File: src/rtl/rom_port_arbiter_if.sv
// Bus bundle between the fetch/load requesters, the arbiter and the ROM.
// Arbiter uses the slave modport; the requester/ROM side uses master.
interface rom_port_arbiter_if #(
    parameter int ADDR_W = 30,
    parameter int DATA_W = 32
);
    // fetch port
    logic              i_req;
    logic [ADDR_W-1:0] i_addr;
    logic              i_gnt;
    logic              i_rvalid;
    logic [DATA_W-1:0] i_rdata;
    logic              i_err;
    // load port
    logic              d_req;
    logic [ADDR_W-1:0] d_addr;
    logic              d_gnt;
    logic              d_rvalid;
    logic [DATA_W-1:0] d_rdata;
    logic              d_err;
    // ROM side
    logic [ADDR_W-1:0] rom_addr;
    logic [DATA_W-1:0] rom_data;

    modport slave (
        input  i_req, i_addr, d_req, d_addr, rom_data,
        output i_gnt, i_rvalid, i_rdata, i_err,
        output d_gnt, d_rvalid, d_rdata, d_err, rom_addr
    );

    modport master (
        output i_req, i_addr, d_req, d_addr, rom_data,
        input  i_gnt, i_rvalid, i_rdata, i_err,
        input  d_gnt, d_rvalid, d_rdata, d_err, rom_addr
    );
endinterface

File: src/rtl/rom_port_arbiter.sv
// Two-port arbiter in front of the single-port instruction ROM.
// Load port wins by default; fetch is forced through after MAX_STALL
// consecutive denied cycles. Responses come exactly one cycle after the
// grant, with out-of-range addresses answered by err=1 and zero data.
module rom_port_arbiter #(
    parameter int ADDR_W    = 30,
    parameter int DATA_W    = 32,
    parameter int ROM_DEPTH = 66,
    parameter int MAX_STALL = 4
) (
    input  logic                clk,
    input  logic                rst,      // async, active low
    rom_port_arbiter_if.slave   bus
);
    localparam int STALL_W = $clog2(MAX_STALL + 1);

    typedef enum logic [1:0] {SEL_NONE, SEL_I, SEL_D} sel_e;

    logic [STALL_W-1:0] stall_q, stall_d;
    logic [ADDR_W-1:0]  addr_hold_q, addr_hold_d;
    sel_e               resp_sel_q, resp_sel_d;
    logic               resp_oob_q, resp_oob_d;

    logic               force_i;
    logic               pick_i, pick_d;
    logic               gnt_i, gnt_d, any_gnt;
    logic [ADDR_W-1:0]  gnt_addr;

    // Arbitration: depends only on requests and the stall counter, never on rom_data.
    always_comb begin
        force_i  = bus.i_req && (stall_q == STALL_W'(MAX_STALL));
        pick_i   = force_i || (!bus.d_req && bus.i_req);
        pick_d   = !force_i && bus.d_req;
        // Grants are suppressed while reset is held; the address mux is not,
        // so rom_addr still follows a pending request.
        gnt_i    = pick_i && rst;
        gnt_d    = pick_d && rst;
        any_gnt  = gnt_i || gnt_d;
        gnt_addr = pick_d ? bus.d_addr : bus.i_addr;
    end

    assign bus.i_gnt    = gnt_i;
    assign bus.d_gnt    = gnt_d;
    // Hold the last granted address when idle so the ROM input does not toggle.
    assign bus.rom_addr = (pick_i || pick_d) ? gnt_addr : addr_hold_q;

    // Next-state for the starvation counter, address hold and response tags.
    always_comb begin
        stall_d = stall_q;
        if (!bus.i_req || gnt_i)
            stall_d = '0;
        else if (stall_q != STALL_W'(MAX_STALL))
            stall_d = stall_q + 1'b1;

        addr_hold_d = any_gnt ? gnt_addr : addr_hold_q;

        resp_sel_d = SEL_NONE;
        if (gnt_d)
            resp_sel_d = SEL_D;
        else if (gnt_i)
            resp_sel_d = SEL_I;

        resp_oob_d = any_gnt && (gnt_addr >= ADDR_W'(ROM_DEPTH));
    end

    // State registers; async reset drops any response in flight.
    always_ff @(posedge clk or negedge rst) begin
        if (!rst) begin
            stall_q     <= '0;
            addr_hold_q <= '0;
            resp_sel_q  <= SEL_NONE;
            resp_oob_q  <= 1'b0;
        end else begin
            stall_q     <= stall_d;
            addr_hold_q <= addr_hold_d;
            resp_sel_q  <= resp_sel_d;
            resp_oob_q  <= resp_oob_d;
        end
    end

    // Response steering: only the owner sees valid/data/err; oob data is forced to 0.
    always_comb begin
        bus.i_rvalid = (resp_sel_q == SEL_I);
        bus.i_err    = (resp_sel_q == SEL_I) && resp_oob_q;
        bus.i_rdata  = ((resp_sel_q == SEL_I) && !resp_oob_q) ? bus.rom_data : '0;
        bus.d_rvalid = (resp_sel_q == SEL_D);
        bus.d_err    = (resp_sel_q == SEL_D) && resp_oob_q;
        bus.d_rdata  = ((resp_sel_q == SEL_D) && !resp_oob_q) ? bus.rom_data : '0;
    end
endmodule

File: src/flat_wrapper.sv
// flat-port wrapper written by rule: the top's interface ports become plain ports
module rom_port_arbiter_flat 
#(
    parameter int ADDR_W    = 30,
    parameter int DATA_W    = 32,
    parameter int ROM_DEPTH = 66,
    parameter int MAX_STALL = 4
)
  (clk, rst, bus_i_req, bus_i_addr, bus_d_req, bus_d_addr, bus_rom_data, bus_i_gnt, bus_i_rvalid, bus_i_rdata, bus_i_err, bus_d_gnt, bus_d_rvalid, bus_d_rdata, bus_d_err, bus_rom_addr);
  rom_port_arbiter_if #(.ADDR_W(ADDR_W), .DATA_W(DATA_W)) bus_i ();
  input  logic clk;
  input  logic rst;
  input wire logic [$bits(bus_i.i_req)-1:0] bus_i_req;
  input wire logic [$bits(bus_i.i_addr)-1:0] bus_i_addr;
  input wire logic [$bits(bus_i.d_req)-1:0] bus_d_req;
  input wire logic [$bits(bus_i.d_addr)-1:0] bus_d_addr;
  input wire logic [$bits(bus_i.rom_data)-1:0] bus_rom_data;
  output wire logic [$bits(bus_i.i_gnt)-1:0] bus_i_gnt;
  output wire logic [$bits(bus_i.i_rvalid)-1:0] bus_i_rvalid;
  output wire logic [$bits(bus_i.i_rdata)-1:0] bus_i_rdata;
  output wire logic [$bits(bus_i.i_err)-1:0] bus_i_err;
  output wire logic [$bits(bus_i.d_gnt)-1:0] bus_d_gnt;
  output wire logic [$bits(bus_i.d_rvalid)-1:0] bus_d_rvalid;
  output wire logic [$bits(bus_i.d_rdata)-1:0] bus_d_rdata;
  output wire logic [$bits(bus_i.d_err)-1:0] bus_d_err;
  output wire logic [$bits(bus_i.rom_addr)-1:0] bus_rom_addr;
  assign bus_i.i_req = bus_i_req;
  assign bus_i.i_addr = bus_i_addr;
  assign bus_i.d_req = bus_d_req;
  assign bus_i.d_addr = bus_d_addr;
  assign bus_i.rom_data = bus_rom_data;
  assign bus_i_gnt = bus_i.i_gnt;
  assign bus_i_rvalid = bus_i.i_rvalid;
  assign bus_i_rdata = bus_i.i_rdata;
  assign bus_i_err = bus_i.i_err;
  assign bus_d_gnt = bus_i.d_gnt;
  assign bus_d_rvalid = bus_i.d_rvalid;
  assign bus_d_rdata = bus_i.d_rdata;
  assign bus_d_err = bus_i.d_err;
  assign bus_rom_addr = bus_i.rom_addr;
  rom_port_arbiter #(.ADDR_W(ADDR_W), .DATA_W(DATA_W), .ROM_DEPTH(ROM_DEPTH), .MAX_STALL(MAX_STALL)) u_core (.clk(clk), .rst(rst), .bus(bus_i));
endmodule
File: config.mk
export PLATFORM = sky130hd
export DESIGN_NAME = rom_port_arbiter_flat
export DESIGN_NICKNAME = d
export VERILOG_FILES = /design/src/rtl/rom_port_arbiter_if.sv /design/src/rtl/rom_port_arbiter.sv /design/src/flat_wrapper.sv
export SDC_FILE = /design/constraint.sdc
export NUM_CORES = 1
export LEC_CHECK = 0
export ABC_AREA = 1
export CAP_MARGIN = 20
export CORE_MARGIN = 2
export CORE_UTILIZATION = 25
export CTS_BUF_LIST = sky130_fd_sc_hd__clkbuf_16
export CTS_CLUSTER_DIAMETER = 200
export DETAILED_ROUTE_END_ITERATION = 16
export SLEW_MARGIN = 20
export SYNTH_ARGS = -nofsm -noshare
export SYNTH_HDL_FRONTEND = slang
export SYNTH_SLANG_ARGS = --single-unit
File: constraint.sdc
create_clock -name clk -period 1.6 [get_ports clk]
set_input_delay 0.4 -clock clk [delete_from_list [all_inputs] [get_ports clk]]
set_output_delay 0.4 -clock clk [all_outputs]
set_load 0.01 [all_outputs]
==> results of run 1 <==
-- logic make-up after synthesis --
group,after synthesis,synth area share [%]
XOR/XNOR,1,0.321
buffers and inverters,97,15.0
adder cells (fa/ha/maj),2,0.918
AO/OA/AOI/OAI,67,12.4
flip-flops,36,33.1
AND/OR/NAND/NOR,247,38.0
multiplexers,1,0.367
-- synthesized netlist by cell type --
cell type	number	share of area [%]
nand2_1	139	19
inv_2	1	0.14
nand3b_1	15	4.1
nor2_1	80	11
clkbuf_1	15	2.1
buf_4	1	0.28
buf_6	3	1.2
nor2_2	1	0.23
nand3_1	5	0.92
o21ai_0	62	11
o21bai_1	1	0.28
buf_2	5	0.92
nor3_1	3	0.55
nand3_4	1	0.64
o21ai_1	4	0.73
mux2i_1	1	0.37
ha_1	2	0.92
dfrtp_1	36	33
inv_1	71	9.8
nor3_2	1	0.37
nand2_8	1	0.73
or2_2	1	0.23
xor2_1	1	0.32
buf_8	1	0.55
-- worst max path at each step --
stage | start | endpoint | slack (ps) | depth (start not counted)
3_3_place_gp | bus_i_req | bus_rom_addr[29] | -1010 | 9
3_5_place_dp | bus_i_req | bus_rom_addr[5] | -1010 | 7
2_1_floorplan | u_core.stall_q[1] | bus_rom_addr[0] | -110 | 7
6_report | u_core.stall_q[1] | bus_rom_addr[6] | -540 | 9
5_1_grt | u_core.stall_q[1] | bus_rom_addr[6] | -620 | 9
4_1_cts | u_core.stall_q[1] | bus_rom_addr[1] | -520 | 10
-- critical path: cells and delay by family (launching register included) --
family / cells / cell delay [ps]
buf+inv: 4 / 460
simple gates: 2 / 260
compound gates: 2 / 200
flops: 1 / 390
fa+ha+maj: 1 / 140
-- timing repair --
item,in CTS,in global routing
pin swaps,38,36
gates cloned,10,0
endpoints found under the setup margin,134,133
buffers inserted,42,15
resized for setup,556,172
-- layer usage --
metal	GRT usage (%)	part of all wire [%]	up-vias
met1	22.0	36	1866
met3	4.64	7.8	18
li1	-	-	1954
met5	0	0	-
met4	6.59	2.4	0
met2	41.4	54	165
-- cell type report --
class,count,area (um^2),share of cell area (%)
multi-input combinational,318,2180,33.0
timing repair buffer,305,2920,44.0
clock inverter,3,37.5,0.567
tap,140,175,2.64
antenna,3,7.51,0.113
clock buffer,5,125,1.89
sequential,36,902,13.6
inverter,72,275,4.16
-- where the power goes --
group	switching [mW]	internal, mW	total, mW
clock network	0.374	0.724	1.10
logic	0.762	0.860	1.62
registers	0.0662	1.03	1.09
-- flip-flops by register name, summed over array words and instances (netlist names) --
register            count
u_core.addr_hold_q     30
u_core.resp_oob_q       1
u_core.resp_sel_q       2
u_core.stall_q          3
-- per-stage QoR --
stage	worst slack [ps]	util (%)	power (mW)	hold WS, ps	std cells
floorplan	-108	-	1.61	104	451
detailed placement	-1010	49.2	2.37	475	818
global placement	-1010	49.2	2.36	465	818
CTS	-525	55.6	3.66	219	876
global route	-615	61.6	4.03	247	882
finish	-544	61.6	3.81	201	882
==> results.cfg, run 1 <==
[worst_setup_path]
cpPeakStageDelay_ps = 390
crit_fanout = 10
worstRegToRegCells = 16
crit_chain = inv_2, ha_4, nand3_4, nand2_8, inv_4, buf_4, o21ai_4, o21ai_2, buf_2
crit_arrival_ps = 1740
start_kind = flop
r2r_start = u_core.stall_q[1]
reg2reg_slack_ps = -380
r2r-end = u_core.resp_oob_q
required_ps = 1200
cpMaxStageDelayCell = dfrtp_1
end_kind = output port
critical_path_class = flop to output port

[timing]
slew_headroom_pct = 68.0
fin_crit_sh_pct = 134
min_period_ps = 2140
drv_slew = 0
timing.final.ws_setup_ps = -544
setup_viol = 101
tightest_slew_ps = 480
fin_skew_ps = 2.85
setup_tns_ps = -34140
hold_viol_final = 0
rsz0062_at_grt = true
clock.fmax_mhz = 466

[final_layout]
area_delta_synth_final_pct = 143
final_layout_size_suffix_gt1_share_pct = 52.4
final_cell_mix = clkdlybuf4s50_1, nand2_1, buf_6
final_common_cell = clkdlybuf4s50_1
final_nets = 836
n_fill_cell = 892
final_area_mm2 = 0.00662

[power]
power.density_mw_per_mm2 = 575
p_leak_nw = 3.24
ir_drop_mv = 0.450

[run_status]
status = complete, but fails checks
violations = negative setup slack

[yosys]
ys_seq_area_share_pct = 33.1
syn_area_mm2 = 0.00273
ys_ff_latch = 36
synth_fp_nets = 549
syn_inst = 451
syn_area_per_cell_um2 = 6.04
yosys_warnings = 0
ys_types = 24

[die]
die_h_um = 108
coreArea_mm2 = 0.0107
die_x_um = 108
initial_core_util_pct = 25.4
io_pins = 196
dieArea_mm2 = 0.0118
num_rows = 38

[placed_design]
dpl.hpwl_um = 8550
io_buffer_count = 195
gp_congestion = 0.812
place_area_mm2 = 0.00528

[global_routing]
overflow = 0
grt_pass1_vias = 4046
grt_start_max_net_pins = 38
antenna_found_initial = 3
grt_pass1_wl_um = 19400
grt_util_all_layers_pct = 21.1

[drt]
routedWlPerCell_um = 15.3
via_per_inst = 4.54
drt-total-wl_um = 13500
drtIter0Drc = 127
drc_errors = 0
firstDrtPassIters = 5
via_count = 4003
antenna_left = 0

[clock_tree]
cts.clk_slew.worst_paths_ps = 60
ctsHoldBuffers = 0
cts_buffer_depth = 2
clock_latency_ps = 280
h-tree-depth = 2
cts_made_buffers = 5
cts_sinks = 36
cts-root-buf = clkbuf_16
cts_tree = done

[hold_path]
min_path_type = primary input to async pin

[run]
cap_violations = 0
No activity file was read; power rests on OpenSTA's default activity.
==> run 2: changes to the inputs <==
--- a/config.mk
+++ b/config.mk
@@ -12,6 +12,7 @@
 export CTS_BUF_LIST = sky130_fd_sc_hd__clkbuf_16
 export CTS_CLUSTER_DIAMETER = 200
 export DETAILED_ROUTE_END_ITERATION = 16
+export HOLD_SLACK_MARGIN = 0.02
 export SLEW_MARGIN = 20
 export SYNTH_ARGS = -nofsm -noshare
 export SYNTH_HDL_FRONTEND = slang
==> constraint.sdc (replaced) <==
create_clock -name clk -period 1.6 [get_ports clk]
set_input_delay 0.4 -clock clk [delete_from_list [all_inputs] [get_ports clk]]
set_output_delay 0.4 -clock clk [all_outputs]
set_load 0.05 [all_outputs]
==> results.cfg, run 2 (synthesis results as in run 1) <==
[drt]
routed.top_layer = met4
routedWlPerCell_um = 17.9
firstDrtPassIters = 4
via_count = 3996
wl_met3_um = 1120
antenna_left = 0
drtIter0Drc = 165
dr_wl_met2_um = 8430
drt-total-wl_um = 15600
via_per_inst = 4.59
drc_errors = 0
wl_met1_um = 5730

[timing]
fin_crit_sh_pct = 140
hold_viol_final = 0
slew_headroom_pct = 69.4
timing.final.ws_setup_ps = -646
min_period_ps = 2250
rsz0062_at_grt = true
fin_skew_ps = 3.74
setup_tns_ps = -40340
tightest_slew_ps = 459
drv_slew = 0
setup_viol = 104
holdWs_ps = 213
clock.fmax_mhz = 445

[global_routing]
grt_pass1_vias = 4308
grt_pass1_wl_um = 23100
grt_start_max_net_pins = 37
grt_util_all_layers_pct = 25.7
antenna_found_initial = 5
overflow = 0

[placed_design]
dpl.cell_count = 809
gp_congestion = 0.827
io_buffer_count = 195
dpl.hpwl_um = 9880
place_area_mm2 = 0.00660

[worst_setup_path]
crit_family = buffers and inverters
crit_fanout = 7
crit_arrival_ps = 1850
end_kind = output port
crit_start = u_core.stall_q[1]
cpMaxStageDelayCell = dfrtp_1
required_ps = 1200
critical_path_class = flop to output port
cpPeakStageDelay_ps = 390
r2r_start = u_core.stall_q[1]
crit_buf_inv = 4
crit_chain = inv_2, ha_4, nand3_4, nand2_8, buf_12, nand2_2, nand2_2, inv_2, o21ai_4, buf_12
start_kind = flop

[power]
p_leak_nw = 3.60
ir_drop_mv = 0.529
p_total_mw = 4.87
power.density_mw_per_mm2 = 590

[die]
dieArea_mm2 = 0.0118
num_rows = 38
io_pins = 196
initial_core_util_pct = 25.4
coreArea_mm2 = 0.0107
die_x_um = 108
die_h_um = 108

[clock_tree]
clock_latency_ps = 270
h-tree-depth = 2
cts.clk_slew.worst_paths_ps = 50
cts_sinks = 36
cts_made_buffers = 5
cts_tree = done
cts_buffer_depth = 2
cts-root-buf = clkbuf_16

[final_layout]
final_cell_mix = buf_12, clkdlybuf4s50_1, nand2_1
top_regs = u_core.addr_hold_q x30, u_core.stall_q x3, u_core.resp_sel_q x2
final_layout_size_suffix_gt1_share_pct = 54.1
largest_register = u_core.addr_hold_q
final_nets = 823
stdcell_count = 871
final_common_cell = buf_12
largest_reg_flops = 30
final_area_mm2 = 0.00824
area_delta_synth_final_pct = 202

[run_status]
status = complete, but fails checks
violations = negative setup slack

[hold_path]
min_path_type = primary input to async pin

[run]
cap_violations = 0
run 2: cell types whose count changed in the layout (fill, tap and decap cells not counted), sizes merged:
| cell | previous run | this run |
|---|---|---|
| clkdlybuf4s15 | 1 | 0 |
| dlygate4sd2 | 1 | 0 |
| nand2 | 140 | 141 |
| buf | 211 | 197 |
| clkbuf | 5 | 7 |
| clkinv | 2 | 1 |
| inv | 72 | 73 |
| diode | 3 | 5 |
run 2: report_power, final:
part	total [mW]	switching (mW)	internal, mW
clock network	1.08	0.356	0.726
logic	2.68	1.38	1.31
registers	1.10	0.0778	1.03
run 2: per-layer routing:
layer	up-vias	track usage, %
met5	-	0
met4	0	9.89
met3	14	6.39
met2	159	47.8
met1	1889	27.7
li1	1934	-
run 2: area by class of cell:
type	count	area [um^2]
antenna	5	12.5
multi-input combinational	319	2620
sequential	36	901
fill	671	2500
inverter	72	290
timing repair buffer	291	4080
clock inverter	3	38.8
tap	140	175
clock buffer	5	125
run 2: worst paths after layout:
kind / to / slack [ps] / cells past startpoint
max: bus_rom_addr[25] / -650 / 10
min: u_core.stall_q[2] / 210 / 2
max reg2reg: u_core.resp_oob_q / -620 / 17
min reg2reg: u_core.addr_hold_q[9] / 480 / 2
max in group asynchronous: u_core.addr_hold_q[16] / 1060 / 2
min in group clk: u_core.addr_hold_q[9] / 480 / 2
run 2: through the flow:
stage | utilization, % | worst slack [ps]
final | 76.7 | -646
after global routing | 76.7 | -727
after CTS | 75.3 | -620
after detailed placement | 61.4 | -774
after global placement | 61.4 | -746
after floorplan | - | -1020
run 2: what timing repair did:
action                     4_1_cts  5_1_grt
hold buffers                     0        0
pin swaps                       32       33
setup buffers                   34       16
cloned                          10        2
setup endpoints to repair      132      134
resized for setup              234       61
run 2: worst reg2reg max path, stage by stage (launching register included):
cell and delay (ps):
dfrtp_1 390, inv_2 90, ha_4 150, nand3_4 130
nand2_8 170, inv_8 70, nand2_2 80, nand2_4 50
buf_4 130, buf_4 120, buf_4 130, buf_4 130
nor2_2 130, nand2_1 80, nor2_2 100, nand3_1 80
nand2_1 60, inv_1 40
